$ cat config.mk
export PLATFORM = sky130hd
export DESIGN_NAME = gmii_rx
export DESIGN_NICKNAME = d
export VERILOG_FILES = /design/src/rtl/gmii_rx_pkg.sv /design/src/rtl/gmii_rx_crc32_chk.sv /design/src/rtl/gmii_rx.sv
export SDC_FILE = /design/constraint.sdc
export NUM_CORES = 1
export LEC_CHECK = 0
export BUFFER_PORTS_ARGS = -buffer_cell sky130_fd_sc_hd__buf_2
export CORE_UTILIZATION = 50
export CTS_CLUSTER_SIZE = 24
export DETAILED_ROUTE_END_ITERATION = 10
export GPL_TIMING_DRIVEN = 0
export HOLD_SLACK_MARGIN = 0.12
export PLACE_DENSITY = 0.69
export SLEW_MARGIN = 20
export SYNTH_ARGS = -nofsm -noshare
export SYNTH_HDL_FRONTEND = slang
export SYNTH_SLANG_ARGS = --single-unit
$ cat constraint.sdc
create_clock -name rx_clk -period 4.15 [get_ports rx_clk]
set_input_delay 0.415 -clock rx_clk [delete_from_list [all_inputs] [get_ports rx_clk]]
set_output_delay 0.415 -clock rx_clk [all_outputs]
set_load 0.01 [all_outputs]
$ cat src/rtl/gmii_rx_pkg.sv
// Shared definitions for the GMII video/audio UDP receive path.
// Holds parser state encodings, packet ident codes, protocol constants,
// the CRC-32 residue and a byte-wise CRC-32 step function.
package gmii_rx_pkg;

  typedef enum logic [3:0] {
    S_IDLE, S_PRE, S_ETH, S_IP, S_UDP, S_IDENT, S_RESOL,
    S_VIDEO, S_AUXID, S_AUX, S_FCS, S_WAIT_END, S_DROP
  } rx_state_e;

  localparam logic [7:0]  ID_VIDEO        = 8'd0;
  localparam logic [7:0]  ID_AUDIO        = 8'd1;
  localparam logic [7:0]  ID_VIDAX        = 8'd2;

  localparam logic [7:0]  PREAMBLE        = 8'h55;
  localparam logic [7:0]  SFD             = 8'hD5;
  localparam logic [15:0] ETHERTYPE_IPV4  = 16'h0800;
  localparam logic [7:0]  IP_VER_IHL      = 8'h45;
  localparam logic [7:0]  IP_PROTO_UDP    = 8'h11;

  localparam logic [10:0] ETH_HDR         = 11'd14;
  localparam logic [10:0] IP_HDR          = 11'd20;
  localparam logic [10:0] UDP_HDR         = 11'd8;

  localparam logic [5:0]  AUX_GROUP_BYTES = 6'd50;

  localparam logic [31:0] CRC_POLY        = 32'h04C11DB7;
  localparam logic [31:0] CRC_RESIDUE     = 32'hC704DD7B;

  // Non-reflected CRC-32 register; Ethernet bytes enter LSB first.
  function automatic logic [31:0] crc32_byte(input logic [31:0] crc, input logic [7:0] d);
    logic [31:0] c;
    c = crc;
    for (int i = 0; i < 8; i++)
      c = (c[31] ^ d[i]) ? ({c[30:0], 1'b0} ^ CRC_POLY) : {c[30:0], 1'b0};
    return c;
  endfunction

endpackage

$ cat src/rtl/gmii_rx_crc32_chk.sv
// Byte-wise CRC-32 checker. Cleared by init (on SFD), advanced on en, and
// ok reports that the register holds the good-frame residue, i.e. the bytes
// fed so far (data followed by FCS) form a valid frame.
//  clk, rst_n : clock, async active-low reset
//  init       : preset register to all ones
//  en         : consume byte d
//  ok         : residue match
module gmii_rx_crc32_chk
  import gmii_rx_pkg::*;
(
  input  logic       clk,
  input  logic       rst_n,
  input  logic       init,
  input  logic       en,
  input  logic [7:0] d,
  output logic       ok
);

  logic [31:0] crc;

  always_ff @(posedge clk or negedge rst_n) begin
    if (!rst_n)    crc <= '1;
    else if (init) crc <= '1;
    else if (en)   crc <= crc32_byte(crc, d);
  end

  assign ok = (crc == CRC_RESIDUE);

endmodule

$ cat src/rtl/gmii_rx.sv
// GMII receiver for the video/audio UDP link. Filters on MAC/ethertype/IP
// protocol/UDP port, then splits the payload into a video line (header +
// pixel pairs) and/or AUX groups (AUXID + 3-byte words), and reports the
// FCS verdict as a single frame_ok/frame_err pulse when rx_dv falls.
//  rx_clk, sys_rst_n          : clock, async active-low reset
//  id                         : board id, lowers last dst MAC byte
//  rx_dv, rx_er, rxd          : GMII receive interface
//  vid_hdr_wr/vid_hdr         : line header strobe/value
//  vid_wr_en/vid_data         : pixel pair strobe/value
//  aux_hdr_wr/aux_hdr         : AUXID strobe/value
//  aux_wr_en/aux_data         : AUX word strobe/value
//  pkt_type                   : ident of last accepted frame
//  frame_ok/frame_err         : end-of-frame verdict pulses
module gmii_rx
  import gmii_rx_pkg::*;
#(
  parameter logic [47:0] MY_MAC      = 48'h002345678902,
  parameter logic [15:0] UDP_PORT    = 16'h3039,
  parameter logic [10:0] VIDEO_BYTES = 11'd1280,
  parameter logic [5:0]  AUX_GROUP   = AUX_GROUP_BYTES
) (
  input  logic        rx_clk,
  input  logic        sys_rst_n,
  input  logic        id,
  input  logic        rx_dv,
  input  logic        rx_er,
  input  logic [7:0]  rxd,
  output logic        vid_hdr_wr,
  output logic [15:0] vid_hdr,
  output logic        vid_wr_en,
  output logic [15:0] vid_data,
  output logic        aux_hdr_wr,
  output logic [15:0] aux_hdr,
  output logic        aux_wr_en,
  output logic [23:0] aux_data,
  output logic [1:0]  pkt_type,
  output logic        frame_ok,
  output logic        frame_err
);

  rx_state_e   state, state_d;
  logic [7:0]  rxd_r, b0, b1, exp_dst;
  logic        dv_r, er_r, err, err_set, ok_d, bad_d, crc_ok, crc_init, crc_en, short_len;
  logic [10:0] cnt;
  logic [1:0]  ph;
  logic [15:0] udp_len, payload_left, pl_dec, pl_init;
  logic [47:0] dst_mac;

  assign dst_mac   = {MY_MAC[47:8], MY_MAC[7:0] - {7'd0, id}};
  assign pl_dec    = payload_left - 16'd1;
  assign pl_init   = udp_len - 16'd9;     // minus UDP header and ident byte
  assign short_len = udp_len < 16'd9;
  assign crc_en    = dv_r && (state inside {[S_ETH:S_FCS]});

  // Where to go once a payload section is done, given the bytes still owed.
  function automatic rx_state_e after_sect(input logic [15:0] pl);
    if (pl == 16'd0)                   return S_FCS;
    else if (pl < {10'd0, AUX_GROUP})  return S_WAIT_END;
    else                               return S_AUXID;
  endfunction

  always_comb begin
    case (cnt[2:0])
      3'd0:    exp_dst = dst_mac[47:40];
      3'd1:    exp_dst = dst_mac[39:32];
      3'd2:    exp_dst = dst_mac[31:24];
      3'd3:    exp_dst = dst_mac[23:16];
      3'd4:    exp_dst = dst_mac[15:8];
      default: exp_dst = dst_mac[7:0];
    endcase
  end

  always_ff @(posedge rx_clk or negedge sys_rst_n) begin
    if (!sys_rst_n) state <= S_IDLE;
    else            state <= state_d;
  end

  always_comb begin
    state_d  = state;
    err_set  = 1'b0;
    ok_d     = 1'b0;
    bad_d    = 1'b0;
    crc_init = 1'b0;
    case (state)
      S_IDLE: if (dv_r) state_d = (rxd_r == PREAMBLE) ? S_PRE : S_DROP;
      S_PRE: begin
        if (rxd_r == SFD) begin
          state_d  = S_ETH;
          crc_init = 1'b1;
        end else if (rxd_r != PREAMBLE) state_d = S_DROP;
      end
      S_ETH: begin
        if ((cnt < 11'd6 && rxd_r != exp_dst) ||
            (cnt == 11'd12 && rxd_r != ETHERTYPE_IPV4[15:8]) ||
            (cnt == 11'd13 && rxd_r != ETHERTYPE_IPV4[7:0]))
          state_d = S_DROP;
        else if (cnt == ETH_HDR - 11'd1) state_d = S_IP;
      end
      S_IP: begin
        if ((cnt == 11'd0 && rxd_r != IP_VER_IHL) || (cnt == 11'd9 && rxd_r != IP_PROTO_UDP))
          state_d = S_DROP;
        else if (cnt == IP_HDR - 11'd1) state_d = S_UDP;
      end
      S_UDP: begin
        if ((cnt == 11'd2 && rxd_r != UDP_PORT[15:8]) || (cnt == 11'd3 && rxd_r != UDP_PORT[7:0]))
          state_d = S_DROP;
        else if (cnt == UDP_HDR - 11'd1) state_d = S_IDENT;
      end
      S_IDENT: begin
        case (rxd_r)
          ID_VIDEO, ID_VIDAX: begin
            if (short_len || pl_init < {5'd0, VIDEO_BYTES} + 16'd2) begin
              state_d = S_WAIT_END;
              err_set = 1'b1;
            end else state_d = S_RESOL;
          end
          ID_AUDIO: begin
            state_d = short_len ? S_WAIT_END : after_sect(pl_init);
            err_set = (state_d == S_WAIT_END);
          end
          default: state_d = S_DROP;
        endcase
      end
      S_RESOL: if (cnt == 11'd1) state_d = S_VIDEO;
      S_VIDEO: begin
        if (cnt == VIDEO_BYTES - 11'd1) begin
          state_d = after_sect(pl_dec);
          err_set = (state_d == S_WAIT_END);
        end
      end
      S_AUXID: if (cnt == 11'd1) state_d = S_AUX;
      S_AUX: begin
        if (cnt == {5'd0, AUX_GROUP} - 11'd3) begin
          state_d = after_sect(pl_dec);
          err_set = (state_d == S_WAIT_END);
        end
      end
      S_FCS: if (cnt == 11'd3) state_d = S_WAIT_END;
      default: ;
    endcase
    // dv fall ends every frame; only frames past the filters get a verdict.
    if (!dv_r && state != S_IDLE) begin
      state_d  = S_IDLE;
      err_set  = 1'b0;
      crc_init = 1'b0;
      if (state inside {[S_IDENT:S_WAIT_END]}) begin
        ok_d  = (state == S_WAIT_END) && !err && crc_ok;
        bad_d = !ok_d;
      end
    end
  end

  always_ff @(posedge rx_clk or negedge sys_rst_n) begin
    if (!sys_rst_n) begin
      rxd_r <= '0; dv_r <= 1'b0; er_r <= 1'b0;
      cnt <= '0; ph <= '0; udp_len <= '0; payload_left <= '0;
      b0 <= '0; b1 <= '0; err <= 1'b0;
      vid_hdr_wr <= 1'b0; vid_hdr <= '0; vid_wr_en <= 1'b0; vid_data <= '0;
      aux_hdr_wr <= 1'b0; aux_hdr <= '0; aux_wr_en <= 1'b0; aux_data <= '0;
      pkt_type <= '0; frame_ok <= 1'b0; frame_err <= 1'b0;
    end else begin
      rxd_r <= rxd;
      dv_r  <= rx_dv;
      er_r  <= rx_er;
      cnt   <= (state_d != state) ? '0 : cnt + 11'd1;
      ph    <= (state == S_AUX && ph != 2'd2) ? ph + 2'd1 : '0;
      err   <= (state == S_IDLE) ? 1'b0
             : (err | err_set | (er_r && state != S_PRE && state != S_DROP));
      frame_ok   <= ok_d;
      frame_err  <= bad_d;
      vid_hdr_wr <= 1'b0;
      vid_wr_en  <= 1'b0;
      aux_hdr_wr <= 1'b0;
      aux_wr_en  <= 1'b0;
      if (dv_r) begin
        case (state)
          S_UDP: begin
            if (cnt == 11'd4) udp_len[15:8] <= rxd_r;
            if (cnt == 11'd5) udp_len[7:0]  <= rxd_r;
          end
          S_IDENT: begin
            payload_left <= pl_init;
            if (state_d != S_DROP) pkt_type <= rxd_r[1:0];
          end
          S_RESOL, S_AUXID: begin
            payload_left <= pl_dec;
            if (!cnt[0]) b0 <= rxd_r;
            else if (state == S_RESOL) begin
              vid_hdr_wr <= 1'b1;
              vid_hdr    <= {b0, rxd_r};
            end else begin
              aux_hdr_wr <= 1'b1;
              aux_hdr    <= {b0, rxd_r};
            end
          end
          S_VIDEO: begin
            payload_left <= pl_dec;
            if (!cnt[0]) b0 <= rxd_r;
            else begin
              vid_wr_en <= 1'b1;
              vid_data  <= {b0, rxd_r};
            end
          end
          S_AUX: begin
            payload_left <= pl_dec;
            case (ph)
              2'd0:    b0 <= rxd_r;
              2'd1:    b1 <= rxd_r;
              default: begin
                aux_wr_en <= 1'b1;
                aux_data  <= {b0, b1, rxd_r};
              end
            endcase
          end
          default: ;
        endcase
      end
    end
  end

  gmii_rx_crc32_chk u_crc (
    .clk   (rx_clk),
    .rst_n (sys_rst_n),
    .init  (crc_init),
    .en    (crc_en),
    .d     (rxd_r),
    .ok    (crc_ok)
  );

endmodule

Word level (Yosys, flattened, before mapping)
Cells that the tools add are included.
{ "op_classes": {"addsub": 5, "multipliers": 0, "div_mod_pow": 0, "magnitude_cmp": 9, "eq_ne": 50, "shifts": 0, "n_mux": 75, "bitwise_logic": 20, "n_reduce_logical": 51} }
{ "op_table": {"columns": ["operator", "n"], "rows": [
  ["$mux W27", 8],
  ["$not A14 Y14", 8],
  ["$mux W4", 24],
  ["$mux W32", 2],
  ["$pmux W4 S11", 1],
  ["$pmux W8 S5", 1],
  ["$eq A11 B3 Y1 const B", 3],
  ["$eq A11 B4 Y1 const B", 3],
  ["$eq A32 B32 Y1 const B", 1],
  ["$logic_not A16 Y1", 2],
  ["$lt A16 B6 Y1 const B", 2],
  ["$pmux W16 S2", 1],
  ["$eq A4 B4 Y1 const B", 7],
  ["$mux W1", 26],
  ["$eq A11 B2 Y1 const B", 2],
  ["$reduce_and A3 Y1", 6],
  ["$eq A4 B3 Y1 const B", 4],
  ["$logic_and A1 B1 Y1", 16],
  ["$lt A16 B11 Y1 const B", 1],
  ["$lt A16 B4 Y1 const B", 1],
  ["$mux W8", 2],
  ["$ne A8 B6 Y1 const B", 2],
  ["$ne A8 B7 Y1 const B", 2],
  ["$pmux W8 S2", 1],
  ["other kinds (54)", 84]
]} }
{ "word_totals": {"reg_bits": 188, "latchBits": 0, "ram_bits": 0, "mem_bits_ro": 0, "out_inout_bits": 80, "wordCells": 234, "n_memories": 0} }

Logic depth before layout (Yosys ltp)
Gate-level depths: netlist of the first run.
{ "depth": {"depth_word": 18, "depth_mapped": 13} }

By module
A second synthesis of the first run with hierarchy kept.
{ "hier_totals": {"hier_cells": 1033, "area_unflattened_um2": 10837.9} }
{ "by_module_without_submodules": {"columns": ["mod", "instances", "cells_each", "area_each_um2", "seq_area_each_um2"], "rows": [
  ["gmii_rx", 1, 849, 8464.4, 3903.7],
  ["gmii_rx_crc32_chk", 1, 184, 2373.5, 840.8]
]} }

Worst setup path after synthesis of the first run
OpenSTA, ideal clock, no wires.
{ "synth_path": {"kind": "register to register", "start": "register cnt[0]", "end": "register cnt[3]", "setup_time_ps": 80, "arrival_ps": 3034, "t_required_ps": 4070, "setup_slack_ps": 1035, "path_stages_with_launch": 14, "n_path_buf": 3, "period_less_slack_ps": 3115, "cell_sequence": "dfrtp_1 clkbuf_1 inv_1 ha_1 clkbuf_1 or4_1 a22oi_1 xor2_1 o21ai_1 o21ai_0 o31ai_1 a2111o_1 buf_6 nor3_2"} }
{ "synth_between": {"elab_chain_len": 11, "word_cells_on_any_way": 46} }
{ "synth_lines": {"columns": ["item", "line", "source"], "rows": [
  ["start, declared", "gmii_rx.sv:44", "logic [10:0] cnt;"],
  ["start signal, assigned", "gmii_rx.sv:165", "cnt <= (state_d != state) ? '0 : cnt + 11'd1;"],
  ["$eq A3 B3 Y1 (tied with other cells)", "gmii_rx.sv:63", "case (cnt[2:0])"],
  ["$pmux W8 S5", "gmii_rx.sv:63", null],
  ["$ne A8 B8 Y1", "gmii_rx.sv:93", "if ((cnt < 11'd6 && rxd_r != exp_dst) ||"],
  ["$logic_and A1 B1 Y1", "gmii_rx.sv:93", null],
  ["$logic_or A1 B1 Y1", "gmii_rx.sv:93", null],
  ["$logic_or A1 B1 Y1", "gmii_rx.sv:94", "(cnt == 11'd12 && rxd_r != ETHERTYPE_IPV4[15:8]) ||"],
  ["$mux W4", "gmii_rx.sv:93", null],
  ["$pmux W4 S11", "gmii_rx.sv:84", "case (state)"],
  ["$mux W4", "gmii_rx.sv:142", "if (!dv_r && state != S_IDLE) begin"],
  ["$ne A4 B4 Y1", "gmii_rx.sv:165", null],
  ["$mux W11 *", "gmii_rx.sv:165", null]
]} }
Every way passes the cells marked *; elsewhere a longest branch is shown, timed or not.
A chain may end at the register's enable or synchronous reset.

Worst setup path in the final report of the first run
{ "layout_path": {"start": "register cnt[0]", "end": "register cnt[8]"} }
The elaborated chain is that of the path after synthesis.

==> impl_metrics.toml, run 1 <==
[status]
status = "completed"

[setup_path]
path_class = "reg -> reg"
worstSetupEndpointType = "flop"
slowest_delay_ns = 0.55
path_buf_inv = 4
cp_num_cells = 13
arrival_ns = 4.19
cpMaxStageDelayCell = "or4_1"
regToRegSetupSlack_ns = 0.30
r2r-start = "cnt[0]"
reg2reg_depth = 13
path_cells = "clkbuf_1 > inv_1 > ha_1 > clkbuf_1 > or4_1 > a22oi_1 > xor2_1 > o21ai_1 > o21ai_0 > o31ai_1 > a2111o_1 > buf_6 > nor3_2"
endpoint = "cnt[8]"
cp_top_family = "compound AO/OA/AOI/OAI gates"
critPathMaxFanout = 10
cp_data_required_time_ns = 4.50
startpoint_type = "flop"
crit_start = "cnt[0]"
crit_path_frequent_cell = "clkbuf_1"
r2r_end = "cnt[8]"

[clock_network]
cts_setup_buffers = 0
cts_tree = "yes"
ctsHtreeMaxLevel = 4
cts-root-buf = "clkbuf_16"
max-clock-path-buffers = 2
numCtsBuffers = 17
clkLatencyLatePin_ns = 0.44
cts_resized = 0
clk_pin_slew_ns = 0.08
cts_sinks = 188

[sta]
clock.fmax_ghz = 0.260
slew_headroom_pct = 30.3
setup_viol = 0
fin_worst_skew_ns = 0.0171
worst_pin_slew_ns = 1.04
post-route-period-util_pct = 92.7
rsz0062_at_grt = "no"
period_minus_slack_ns = 3.85
slew_violations = 0
hold_viol = 0

[place]
gp_congestion = 0.934
place_inst = 1414
io_buffers = 92
hpwlAfterDp_mm = 18.7

[detailed_routing]
remaining_drc_errors = 0
drt_iter0_markers = 638
highest_layer = "met4"
met2_length_mm = 12.4
drtPass1Iterations = 6
drtAntennaViolNets = 0
wl_mm = 26.9
wl_met1_mm = 12.3
wl_met3_mm = 1.71
viasPerCell = 5.83
vias = 8493
routedWlPerCell_um = 18.5

[power_and_ir_drop]
pwr-share-comb_pct = 51.1
p_per_area_nw_per_um2 = 772
swShare_pct = 43.4
ir_drop_uv = 413
p_int_mw = 5.17
p_clk_share_pct = 18.1
switchingPower_mw = 3.96
power.share.sequential_pct = 30.7
leakagePower_nw = 5.21

[floorplanning]
die_y_um = 145
core_sq_um = 20200
start_util_pct = 50.9
ios = 93
dieArea_sq_um = 21200
rows = 52
die_w_um = 145

[synth]
synth_area_sq_um = 10300
syn-num-nets = 1076
synthCells = 1051
ys_top_cells_by_count = "dfrtp_1, nand2_1, mux2_2, clkbuf_1, xnor2_1"
avgSynthCellArea_sq_um = 9.79
synth_seq_cells = 188
synth_ff_type = "dfrtp_1"
synth_top_cell_by_area = "dfrtp_1"
yosys-top-cells-area = "dfrtp_1, dfstp_2, mux2_2"
synthArstFlopShare_pct = 100
synth_edf_count = 0
synth_top_area_share_pct = 37.9
ys_warn_count = 0
synth.distinct_cells = 79
synth_most_common_cell = "dfrtp_1"
yosysSeqAreaShare_pct = 46.1

[min_path]
hold_path.class = "reg -> reg"

[grt]
antenna_found_initial = 0
grt_pass1_wl_mm = 44.0
grt_usage_pct = 26.2
grt_pass1_vias = 8269
grt_overflow = 0
grt_max_degree = 103

[finish]
drive_gt1_share_pct = 22.5
area_growth_pct = 15.0
n_antenna_cell = 0
instances_no_fill = 1457
nets = 1199
finish.utilization_pct = 58.5

[flow_run]
cap_violations = 0
-- worst min path at each step --
stage	start	end	slack, ns	cells after the start
5_1_grt	aux_hdr[9]	aux_hdr[9]	0.49	2
4_1_cts	b1[0]	aux_data[8]	0.48	2
3_3_place_gp	b1[3]	aux_data[11]	0.44	2
6_report	b1[0]	aux_data[8]	0.47	2
3_5_place_dp	aux_data[10]	aux_data[10]	0.46	2
2_1_floorplan	sys_rst_n	aux_data[0]	0.12	0
-- layout make-up --
| type | count | area (sq um) |
|---|---|---|
| Timing Repair Buffer | 104 | 608 |
| Clock inverter | 14 | 165 |
| Fill cell | 1707 | 8400 |
| Buffer | 78 | 328 |
| Clock buffer | 18 | 429 |
| Inverter | 20 | 75.1 |
| Sequential cell | 188 | 4740 |
| Tap cell | 270 | 338 |
| Multi-Input combinational cell | 765 | 5150 |
-- placed cells by master (no fill, tap or decap), drive strengths merged, types with 8 or more instances in the layout --
master       synthesis  final
dfrtp              156    156
nand2              150    150
buf                 12    105
clkbuf              66     84
mux2                74     74
nor3                63     63
xnor2               57     57
a21oi               57     57
nor2                40     40
o21ai               40     40
xor2                35     35
dfstp               32     32
inv                 19     27
o211ai              19     19
nor4                19     19
nand3               18     18
nand4               13     13
or3                 12     12
ha                  12     12
nor2b               11     11
dlygate4sd3          0     11
nand2b              10     10
a31oi                9      9
nand3b               8      8
or4                  8      8
-- per-stage QoR --
stage | hold WS (ns) | power (mW) | worst slack, ns | instance area [sq um] | TNS, ns
6_report | 0.471 | 9.14 | 0.303 | 11800 | 0
5_1_grt | 0.495 | 9.75 | 0.142 | 11800 | 0
4_1_cts | 0.477 | 9.13 | 0.354 | 11800 | 0
3_5_place_dp | 0.457 | 7.41 | 0.383 | 11100 | 0
3_3_place_gp | 0.439 | 7.32 | -0.437 | 11100 | -65.01
2_1_floorplan | 0.119 | 6.33 | 1.04 | 10300 | 0
-- metal layers --
metal | up-vias | track usage [%]
li1 | 3994 | -
met1 | 4156 | 35.8
met2 | 296 | 41.1
met3 | 47 | 5.83
met4 | 0 | 9.00
met5 | - | 0
-- worst min-delay path, delay by kind of cell (launching register included) --
kind | cells | cell delay (ns)
and+or+nand+nor | 2 | 0.10
DFF | 1 | 0.35
-- power groups by stage --
stage | combinational, mW | sequential [mW] | clock, mW
floorplan | 3.59 | 2.74 | 0
global placement | 4.51 | 2.81 | 0
detailed placement | 4.60 | 2.82 | 0
CTS | 4.64 | 2.80 | 1.69
global route | 5.14 | 2.86 | 1.75
finish | 4.67 | 2.81 | 1.65
-- state kept, by name, indices dropped and copies added, names as in the netlist, 11 cells and up --
register	cells
aux_data	24
aux_hdr	16
cnt	11
payload_left	16
u_crc.crc	32
udp_len	16
vid_data	16
vid_hdr	16
-- cell families after synthesis --
family          share of synthesized area [%]
simple gates                             19.9
xor+xnor                                 7.83
flops                                    46.1
compound gates                           12.5
buf+inv                                  3.91
mux                                      8.29
fa+ha+maj                                1.46
-- what timing repair did --
action / in CTS / in global routing
setup endpoints to repair: 0 / 0
hold buffers: 11 / 0
endpoints found under the hold margin: 64 / 0
(Power assumes the default switching activity.)
==> run 2, diff against run 1 <==
--- a/config.mk
+++ b/config.mk
@@ -6,12 +6,13 @@
 export NUM_CORES = 1
 export LEC_CHECK = 0
 export BUFFER_PORTS_ARGS = -buffer_cell sky130_fd_sc_hd__buf_2
-export CORE_UTILIZATION = 50
+export CAP_MARGIN = 20
+export CORE_UTILIZATION = 31
 export CTS_CLUSTER_SIZE = 24
 export DETAILED_ROUTE_END_ITERATION = 10
 export GPL_TIMING_DRIVEN = 0
 export HOLD_SLACK_MARGIN = 0.12
-export PLACE_DENSITY = 0.69
+export SKIP_CTS_REPAIR_TIMING = 1
 export SLEW_MARGIN = 20
 export SYNTH_ARGS = -nofsm -noshare
 export SYNTH_HDL_FRONTEND = slang
==> impl_metrics.toml, run 2 (same netlist as run 1, synthesis figures left out) <==
[floorplanning]
rows = 66
start_util_pct = 31.5
die_w_um = 184
ios = 93
dieArea_sq_um = 33900
core_sq_um = 32600
die_y_um = 184

[power_and_ir_drop]
power.share.sequential_pct = 30.3
power_mw = 9.26
leakagePower_nw = 5.23
swShare_pct = 43.3
pwr-share-comb_pct = 50.5
ir_drop_uv = 395
p_int_mw = 5.26
p_per_area_nw_per_um2 = 766
switchingPower_mw = 4.01
p_clk_share_pct = 19.2

[place]
hpwlAfterDp_mm = 20.1
gp_congestion = 0.932
io_buffers = 92
placed_area_sq_um = 11300

[sta]
clock.fmax_ghz = 0.258
hold_viol = 0
setup_viol = 0
fin_worst_skew_ns = 0.0192
slew_violations = 0
worst_pin_slew_ns = 1.14
post-route-period-util_pct = 93.5
period_minus_slack_ns = 3.88
rsz0062_at_grt = "no"
tns_ns = 0
slew_headroom_pct = 23.5

[detailed_routing]
remaining_drc_errors = 0
drt_iter0_markers = 626
vias = 8369
drtPass1Iterations = 5
drtAntennaViolNets = 0
wl_mm = 28.6
routedWlPerCell_um = 17.6
viasPerCell = 5.14

[grt]
grt_max_degree = 100
antenna_found_initial = 1
grt_pass1_vias = 8169
grt_overflow = 0
grt_pass1_wl_mm = 45.7
grt_usage_pct = 17.1

[finish]
fin_area_sq_um = 12100
final_common_cell = "dfrtp_1"
final_cell_mix = "dfrtp_1, nand2_1, buf_2, mux2_2, clkbuf_1"
area_growth_pct = 17.6
multi_input_area_sq_um = 5150
top_regs = "u_crc.crc (32), aux_data (24)"
drive_gt1_share_pct = 22.6
max_flop_register = "u_crc.crc"
n_fill_cell = 3270
nets = 1198
finish.utilization_pct = 37.1
largest_reg_flops = 32
ff_latch_area_sq_um = 4740
n_antenna_cell = 0

[min_path]
hold_path.class = "in -> reg"
hold-path-cell-count = 1

[clock_network]
ctsHtreeMaxLevel = 4
clk_pin_slew_ns = 0.09
cts_tree = "yes"
numCtsBuffers = 17
max-clock-path-buffers = 2
clkLatencyLatePin_ns = 0.44
cts_sinks = 188
cts-root-buf = "clkbuf_16"

[setup_path]
cpMaxStageDelayCell = "or4_1"
critPathMaxFanout = 10
cp_top_family = "compound AO/OA/AOI/OAI gates"
arrival_ns = 4.23
worstSetupEndpointType = "flop"
slowest_delay_ns = 0.55
cp_num_cells = 13
startpoint_type = "flop"
cp_data_required_time_ns = 4.50
path_class = "reg -> reg"
path_cells = "clkbuf_1 > inv_1 > ha_1 > clkbuf_1 > or4_1 > a22oi_1 > xor2_1 > o21ai_1 > o21ai_0 > a311oi_1 > a2111o_1 > buf_6 > nor3_2"
crit_path_frequent_cell = "clkbuf_1"
path_buf_inv = 4
reg2reg_depth = 13

[status]
status = "completed"

[flow_run]
cap_violations = 0
-- run 2: power groups by stage --
| stage | clock (mW) | sequential (mW) | combinational, mW |
|---|---|---|---|
| 4_1_cts | 1.83 | 2.80 | 4.64 |
| 5_1_grt | 1.89 | 2.87 | 5.17 |
| 2_1_floorplan | 0 | 2.74 | 3.59 |
| 6_report | 1.78 | 2.80 | 4.68 |
| 3_5_place_dp | 0 | 2.83 | 4.63 |
| 3_3_place_gp | 0 | 2.82 | 4.57 |
-- run 2: per-layer routing --
| layer | track usage (%) | up-vias | part of all wire (%) |
|---|---|---|---|
| met3 | 4.11 | 46 | 6.1 |
| li1 | - | 3988 | - |
| met5 | 0 | - | 0.045 |
| met1 | 23.4 | 4086 | 46 |
| met2 | 26.3 | 247 | 46 |
| met4 | 6.07 | 2 | 2.3 |
-- run 2: per-stage QoR --
| stage | hold WS [ns] | setup WS, ns | cells |
|---|---|---|---|
| 2_1_floorplan | 0.119 | 1.04 | 1051 |
| 3_3_place_gp | 0.450 | -0.460 | 1585 |
| 3_5_place_dp | 0.455 | 0.424 | 1586 |
| 4_1_cts | 0.0206 | 0.332 | 1618 |
| 5_1_grt | 0.125 | 0.0267 | 1628 |
| 6_report | 0.118 | 0.272 | 1628 |
-- run 2: path summary, 6_finish.rpt --
check | startpoint | to | slack (ns)
setup reg to reg | cnt[0] | cnt[6] | 0.27
min in group asynchronous | sys_rst_n | aux_hdr[5] | 0.60
max in group asynchronous | sys_rst_n | udp_len[12] | 2.63
setup / recovery | cnt[0] | cnt[6] | 0.27
hold reg to reg | ph[0] | ph[0] | 0.47
hold / removal | rx_er | er_r | 0.12
-- run 2: layout make-up --
class	instances	area share (%)
clock inverters	15	1.86
flip-flops and latches	188	39.2
inverters	20	0.621
well taps	442	4.57
clock buffers	17	3.52
multi-input cells	765	42.6
plain buffers	78	2.71
repair buffers	103	4.94
